### config.mk
export PLATFORM = sky130hd
export DESIGN_NAME = res_station
export DESIGN_NICKNAME = d
export VERILOG_FILES = /design/src/rtl/rv32i_types.sv /design/src/rtl/rs_wakeup.sv /design/src/rtl/res_station.sv
export SDC_FILE = /design/constraint.sdc
export NUM_CORES = 1
export LEC_CHECK = 0
export ABC_AREA = 1
export BUFFER_PORTS_ARGS = -buffer_cell sky130_fd_sc_hd__buf_2
export CORE_MARGIN = 2
export CORE_UTILIZATION = 45
export DETAILED_ROUTE_END_ITERATION = 10
export SYNTH_ARGS = -nofsm -noshare
export SYNTH_HDL_FRONTEND = slang
export SYNTH_HIERARCHICAL = 1
export SYNTH_SLANG_ARGS = --single-unit
### constraint.sdc
create_clock -name clk -period 3.55 [get_ports clk]
set_clock_uncertainty 0.05 [all_clocks]
set_input_delay 0.1775 -clock clk [delete_from_list [all_inputs] [get_ports clk]]
set_output_delay 0.1775 -clock clk [all_outputs]
set_load 0.005 [all_outputs]
### src/rtl/rv32i_types.sv
// Shared RV32I out-of-order types: reservation-station entry and CDB broadcast payloads.
package rv32i_types;

  localparam int unsigned XLEN                = 32;
  localparam int unsigned PHYS_REG_ADDR_WIDTH = 6;
  localparam int unsigned ROB_ID_WIDTH        = 4;
  localparam int unsigned ALU_OP_WIDTH        = 4;
  localparam int unsigned RS_DEPTH            = 4;

  // An operand's data field holds its physical-register tag in the low bits until ready.
  typedef struct packed {
    logic [ALU_OP_WIDTH-1:0]        alu_op;
    logic [PHYS_REG_ADDR_WIDTH-1:0] rd_paddr;
    logic [ROB_ID_WIDTH-1:0]        rob_id;
    logic                           rs1_ready;
    logic [XLEN-1:0]                rs1_data;
    logic                           rs2_ready;
    logic [XLEN-1:0]                rs2_data;
  } rs_t;

  typedef struct packed {
    logic                           valid;
    logic                           rd_valid;
    logic [PHYS_REG_ADDR_WIDTH-1:0] rd_paddr;
    logic [XLEN-1:0]                rd_data;
  } cdb_t;

endpackage

### src/rtl/rs_wakeup.sv
// Single-operand CDB wakeup: captures broadcast data into a waiting operand whose tag matches.
module rs_wakeup
  import rv32i_types::*;
(
  input  logic            ready,
  input  logic [XLEN-1:0] data,
  input  cdb_t            cdb,
  output logic            ready_c,
  output logic [XLEN-1:0] data_c
);

  logic hit;

  // Ready operands hold real values, so a coincidental low-bit match must not overwrite them.
  assign hit = cdb.valid && cdb.rd_valid && !ready &&
               (data[PHYS_REG_ADDR_WIDTH-1:0] == cdb.rd_paddr);

  assign ready_c = ready | hit;
  assign data_c  = hit ? cdb.rd_data : data;

endmodule

### src/rtl/res_station.sv
// Age-ordered collapsing reservation station with CDB wakeup, oldest-ready issue and flush.
module res_station
  import rv32i_types::*;
#(
  parameter int unsigned DEPTH = RS_DEPTH
) (
  input  logic                     clk,
  input  logic                     rst,
  input  logic                     enq_valid,
  input  rs_t                      enq_entry,
  output logic                     enq_ready,
  input  cdb_t                     cdb,
  input  logic                     flush,
  output logic                     iss_valid,
  output rs_t                      iss_entry,
  input  logic                     iss_ready,
  output logic [$clog2(DEPTH):0]   count
);

  localparam int unsigned IW = $clog2(DEPTH);
  localparam int unsigned CW = IW + 1;

  rs_t              slots_q [DEPTH];
  rs_t              slots_d [DEPTH];
  logic [DEPTH-1:0] valid_q;
  logic [DEPTH-1:0] valid_d;
  logic [CW-1:0]    count_q;
  logic [CW-1:0]    count_d;
  logic [CW-1:0]    wr_idx;

  // Index DEPTH of these arrays is the incoming enqueue entry.
  rs_t              src_entry [DEPTH+1];
  rs_t              woken     [DEPTH+1];
  logic [DEPTH:0]   w1_rdy;
  logic [DEPTH:0]   w2_rdy;
  logic [XLEN-1:0]  w1_data   [DEPTH+1];
  logic [XLEN-1:0]  w2_data   [DEPTH+1];

  logic             iss_any;
  logic [IW-1:0]    iss_idx;
  logic             fire;
  logic             enq_accept;

  // Wakeup compare for both operands of every slot plus the enqueue path.
  for (genvar g = 0; g <= DEPTH; g++) begin : g_wake
    if (g == DEPTH) begin : g_enq
      assign src_entry[g] = enq_entry;
    end else begin : g_slot
      assign src_entry[g] = slots_q[g];
    end

    rs_wakeup u_wake_rs1 (
      .ready   (src_entry[g].rs1_ready),
      .data    (src_entry[g].rs1_data),
      .cdb     (cdb),
      .ready_c (w1_rdy[g]),
      .data_c  (w1_data[g])
    );

    rs_wakeup u_wake_rs2 (
      .ready   (src_entry[g].rs2_ready),
      .data    (src_entry[g].rs2_data),
      .cdb     (cdb),
      .ready_c (w2_rdy[g]),
      .data_c  (w2_data[g])
    );
  end

  always_comb begin
    for (int i = 0; i <= int'(DEPTH); i++) begin
      woken[i]           = src_entry[i];
      woken[i].rs1_ready = w1_rdy[i];
      woken[i].rs1_data  = w1_data[i];
      woken[i].rs2_ready = w2_rdy[i];
      woken[i].rs2_data  = w2_data[i];
    end
  end

  // Oldest ready slot wins; only registered operand state counts, so CDB-to-issue is one cycle.
  always_comb begin
    iss_any = 1'b0;
    iss_idx = '0;
    for (int i = int'(DEPTH) - 1; i >= 0; i--) begin
      if (valid_q[i] && slots_q[i].rs1_ready && slots_q[i].rs2_ready) begin
        iss_any = 1'b1;
        iss_idx = IW'(i);
      end
    end
  end

  assign iss_valid  = iss_any && !flush;
  assign iss_entry  = slots_q[iss_idx];
  assign fire       = iss_valid && iss_ready;
  assign enq_accept = enq_valid && enq_ready && !flush;
  assign wr_idx     = count_q - CW'(fire);

  // Collapse above the issued slot, carrying wakeup into the shifted copies, then append.
  always_comb begin
    for (int i = 0; i < int'(DEPTH); i++) begin
      slots_d[i] = woken[i];
      valid_d[i] = valid_q[i];
      if (fire && (IW'(i) >= iss_idx)) begin
        slots_d[i] = woken[i+1];
        if (i + 1 < int'(DEPTH)) begin
          valid_d[i] = valid_q[i+1];
        end else begin
          valid_d[i] = 1'b0;
        end
      end
      if (enq_accept && (CW'(i) == wr_idx)) begin
        slots_d[i] = woken[DEPTH];
        valid_d[i] = 1'b1;
      end
    end
    count_d = count_q + CW'(enq_accept) - CW'(fire);
    if (flush) begin
      valid_d = '0;
      count_d = '0;
    end
  end

  always_ff @(posedge clk) begin
    if (rst) begin
      valid_q   <= '0;
      count_q   <= '0;
      enq_ready <= 1'b1;
    end else begin
      valid_q   <= valid_d;
      count_q   <= count_d;
      enq_ready <= (count_d < CW'(DEPTH));
    end
  end

  // Payloads are qualified by valid_q, so they need no reset.
  always_ff @(posedge clk) begin
    for (int i = 0; i < int'(DEPTH); i++) begin
      slots_q[i] <= slots_d[i];
    end
  end

  assign count = count_q;

endmodule
==> impl_metrics.csv <==
group,metric,value,unit
status,status,"completed",
pwr,overall_power_after_layout,13.4,mW
sta,layout_worst_path_cycle_share,95.4,%
layout,fraction_of_final_layout_cells_with_drive_strength_greater_than_1,10.8,%
clock_network,clockBufferDepth,3,
floorplanning,initial_utilization,45.7,%
worst_setup_path,critical_path_arrival,3.16,ns
clock_network,clock_tree.htree_level_count,2,
floorplanning,dieHeight,233,microns
worst_hold_path,worst_hold_startpoint,"iss_ready",
worst_hold_path,worst_hold_path.endpoint,"valid_q[2]$_SDFFE_PP0P_",
detailed_routing,dr_total_vias,26100,
worst_setup_path,r2r_slack,0.36,ns
clock_network,clock_sink_count,328,
detailed_routing,total_wirelength,95.0,mm
clock_network,tritoncts,"done",
floorplanning,fp.dieArea,0.0542,sq mm
sta,max-slew-margin-rel,35.3,%
detailed_routing,avgViaCountPerCell,5.71,
sta,final-hold-violation-count,0,
pwr,power_switching,4.78,mW
grt,vias_in_the_first_global_route,23700,
synthesis,synth_area,0.0235,sq mm
synthesis,synth-compound-area-share,11.0,%
sta,postLayoutSetupSlackWorst,0.163,ns
clock_network,clock_latency,0.58,ns
synthesis,yosysWarningCount,6,
worst_setup_path,path_delay_family,"buffers and inverters",
grt,grt_overflow,0,
placement,routability_congestion,0.851,
clock_network,root_buffer,"sky130_fd_sc_hd__clkbuf_16",
grt,antenna_violations_before_repair,7,
sta,worst_pin_slew,0.971,ns
detailed_routing,ant_nets,0,
worst_setup_path,slowest_delay,0.69,ns
sta,setup_repair_after_global_routing_missed_its_margin,"false",
synthesis,synth_top_cells_by_area,"sky130_fd_sc_hd__dfxtp_1 23%, sky130_fd_sc_hd__nand2_1 20%, sky130_fd_sc_hd__nand4_1 9.3%",
clock_network,cts-buffers-inserted,41,
synthesis,number_of_instances_in_the_synthesized_netlist,3764,
worst_setup_path,cp_slowest_cell,"sky130_fd_sc_hd__buf_4",
pwr,cellPowerDensity,504,mW/mm^2
pwr,p_clk_share,33.5,%
synthesis,synth_xor_xnor_area_share,0.516,%
job,number_of_violations_of_the_max_capacitance_limit,0,
sta,layout_min_cycle_time,3.39,ns
layout,layout.nets,3987,
worst_setup_path,reg2reg_to,"slots_q[3][66]$_DFFE_PP_",
synthesis,synth_seq_area_share,30.3,%
worst_setup_path,worstReg2RegStart,"slots_q[2][65]$_DFF_P_",
sta,setup_tns,0,ns
grt,grt_max_degree,161,
detailed_routing,wire_per_inst,20.8,microns
synthesis,synth.area.mux_share,0,%
synthesis,yosys.area.top_type_share,23.1,%
detailed_routing,initialDrtViolationCount,2895,
detailed_routing,drt_pass1_iterations,6,
synthesis,synth_top_family_by_area,"simple AND/OR/NAND/NOR gates",
synthesis,synthSimpleGateAreaFrac,45.7,%
synthesis,syn_avg_cell_area,6.25,sq um
floorplanning,area_of_the_core,0.0515,sq mm
detailed_routing,drc_errors,0,
floorplanning,num_rows,83,
worst_hold_path,hold_path_stages,5,
placement,detailedPlace.worstSlack,0.420,ns
placement,io_buffers,209,
worst_setup_path,worstPathMaxFanout,64,
placement,detailedPlacementHpwl,54.5,mm
worst_setup_path,cp-start-kind,"register",
pwr,max-vdd-ir-drop,306,uV
worst_setup_path,cpMostUsedCell,"sky130_fd_sc_hd__o21ai_0",
clock_network,clkTransAtPathRegs,0.06,ns
pwr,cell_internal_power,8.64,mW
worst_hold_path,min-delay-path-class,"input port to register",
sta,max_freq,295,MHz
synthesis,synth.ff_latch_count,328,
layout,areaGrowthSynthToFinish,13.2,%
synthesis,syn-num-nets,3893,
placement,dp.cells,4425,
synthesis,area_leader_netlist,"sky130_fd_sc_hd__dfxtp_1",
worst_setup_path,crit_path_cell_trace,"nand3_1, nand2_1, nand2_2, nand2_4, buf_4, o21ai_0, o21ai_0, buf_2",
worst_setup_path,r2r_cells,13,
grt,track_usage,34.2,%
worst_setup_path,worstSetupEndpointType,"output port",
synthesis,yosys.cell_types.count,37,
sta,setup_viol_count_final,0,
layout,stdcell_count,4576,
worst_setup_path,timing_worst_setup_path_type,"register to output port",
pwr,flop_pwr_share,37.5,%
floorplanning,dieWidth,233,microns
sta,slew_violations,0,
synthesis,synth_fa_ha_area_share,0.245,%
floorplanning,io_pins,210,
worst_setup_path,cp.buffers_inverters,2,
grt,global_route_wire_length_before_repair,144,mm
worst_setup_path,cp.required,3.32,ns
pwr,power.share.combinational,29.0,%
pwr,swShare,35.6,%
pwr,leakage,12.8,nW
-- synth_stat cells (all sizes together) --
master	instances
nand3b	66
xor2	11
fa	1
dfxtp	272
clkbuf	83
o21ai	330
nand4	352
xnor2	2
ha	3
inv	331
a21boi	1
a21oi	70
o211ai	78
nand2	1281
nor2	297
or2	80
nor3b	1
buf	215
nand3	234
edfxtp	56
-- layout make-up --
class | count | area, sq um
diodes | 6 | 15.0
multi-input cells | 2807 | 13600
flip-flops and latches | 328 | 7130
well taps | 680 | 851
fillers | 5385 | 24900
clock inverters | 18 | 225
clock buffers | 57 | 1180
repair buffers | 349 | 2400
inverters | 331 | 1250
-- power by group through the flow --
stage / registers, mW / logic, mW / clock network (mW)
finish: 5.04 / 3.89 / 4.49
global route: 5.13 / 4.34 / 4.68
CTS: 5.01 / 3.81 / 4.52
detailed placement: 5.09 / 3.73 / 0
global placement: 5.08 / 3.72 / 0
floorplan: 4.96 / 2.69 / 0
-- cell usage in the layout, fill, tap and decap left out, types with 9 or more instances in the layout --
cell type,instances
sky130_fd_sc_hd__a21oi_1,70
sky130_fd_sc_hd__buf_12,10
sky130_fd_sc_hd__buf_2,209
sky130_fd_sc_hd__buf_4,60
sky130_fd_sc_hd__clkbuf_1,9
sky130_fd_sc_hd__clkbuf_16,43
sky130_fd_sc_hd__clkinv_2,10
sky130_fd_sc_hd__dfxtp_1,272
sky130_fd_sc_hd__dlygate4sd3_1,70
sky130_fd_sc_hd__edfxtp_1,56
sky130_fd_sc_hd__inv_1,324
sky130_fd_sc_hd__nand2_1,1276
sky130_fd_sc_hd__nand3_1,218
sky130_fd_sc_hd__nand3_4,13
sky130_fd_sc_hd__nand3b_1,66
sky130_fd_sc_hd__nand4_1,349
sky130_fd_sc_hd__nor2_1,262
sky130_fd_sc_hd__nor2_4,33
sky130_fd_sc_hd__o211ai_1,78
sky130_fd_sc_hd__o21ai_0,237
sky130_fd_sc_hd__o21ai_1,93
sky130_fd_sc_hd__or2_0,68
sky130_fd_sc_hd__or2_2,10
sky130_fd_sc_hd__xor2_1,11
-- kinds of logic after synthesis --
group                    after synthesis
AND/OR/NAND/NOR                     2311
buffers and inverters                629
AO/OA/AOI/OAI                        479
flip-flops                           328
XOR/XNOR                              13
adder cells (fa/ha/maj)                4
-- flip-flops by register name, indices dropped and copies added (netlist names) --
register	cells
slots_q	320
enq_ready	1
valid_q	4
count	3
-- worst register-to-register path, stage by stage (launching register included) --
cell and delay [ns]:
sky130_fd_sc_hd__dfxtp_1 0.33, sky130_fd_sc_hd__nand3_1 0.19, sky130_fd_sc_hd__nand2_1 0.14, sky130_fd_sc_hd__nor2_4 0.16, sky130_fd_sc_hd__nor2_8 0.05, sky130_fd_sc_hd__nand2_2 0.17
sky130_fd_sc_hd__inv_6 0.05, sky130_fd_sc_hd__ha_1 0.18, sky130_fd_sc_hd__ha_1 0.21, sky130_fd_sc_hd__xnor2_2 0.39, sky130_fd_sc_hd__nand3_1 0.23, sky130_fd_sc_hd__nand2_4 0.34
sky130_fd_sc_hd__inv_1 0.35, sky130_fd_sc_hd__nor2_1 0.19
-- through the flow --
step                area, sq um  utilization, %  hold WS, ns
floorplan                 23500               -        0.243
global placement          24500            47.6        0.363
detailed placement        24500            47.6        0.364
CTS                       26600            51.7      0.00236
global route              26600            51.7       0.0380
finish                    26600            51.7       0.0271
-- layer usage --
metal  vias to the layer above  wire length (microns)  track usage [%]  part of all wire, %
met4                         0                   3470             14.6                  3.6
met1                     12000                  39900             45.6                   42
met3                       232                   8790             5.81                  9.3
li1                      12600                      -                -                    -
met2                      1334                  42900             54.6                   45
met5                         -                      0                0                    0
-- worst max-delay path by stage --
stage | from | to | slack [ns] | depth (start not counted)
finish | slots_q[2][65]$_DFF_P_ | iss_entry[3] | 0.16 | 8
global route | slots_q[2][65]$_DFF_P_ | iss_entry[0] | 0.06 | 8
CTS | slots_q[2][65]$_DFF_P_ | iss_entry[3] | 0.24 | 8
detailed placement | slots_q[2][65]$_DFF_P_ | slots_q[3][76]$_DFFE_PP_ | 0.42 | 13
global placement | slots_q[0][32]$_DFF_P_ | slots_q[3][67]$_DFFE_PP_ | 0.52 | 13
floorplan | slots_q[0][65]$_DFF_P_ | slots_q[1][66]$_DFFE_PP_ | 0.55 | 14
-- what timing repair did --
action | in CTS | in global routing
resized for setup | 0 | 0
buffers inserted | 0 | 0
setup endpoints to repair | 0 | 0
hold endpoints to repair | 259 | 0
hold buffers | 70 | 0
Power figures use the tool's default switching activity.
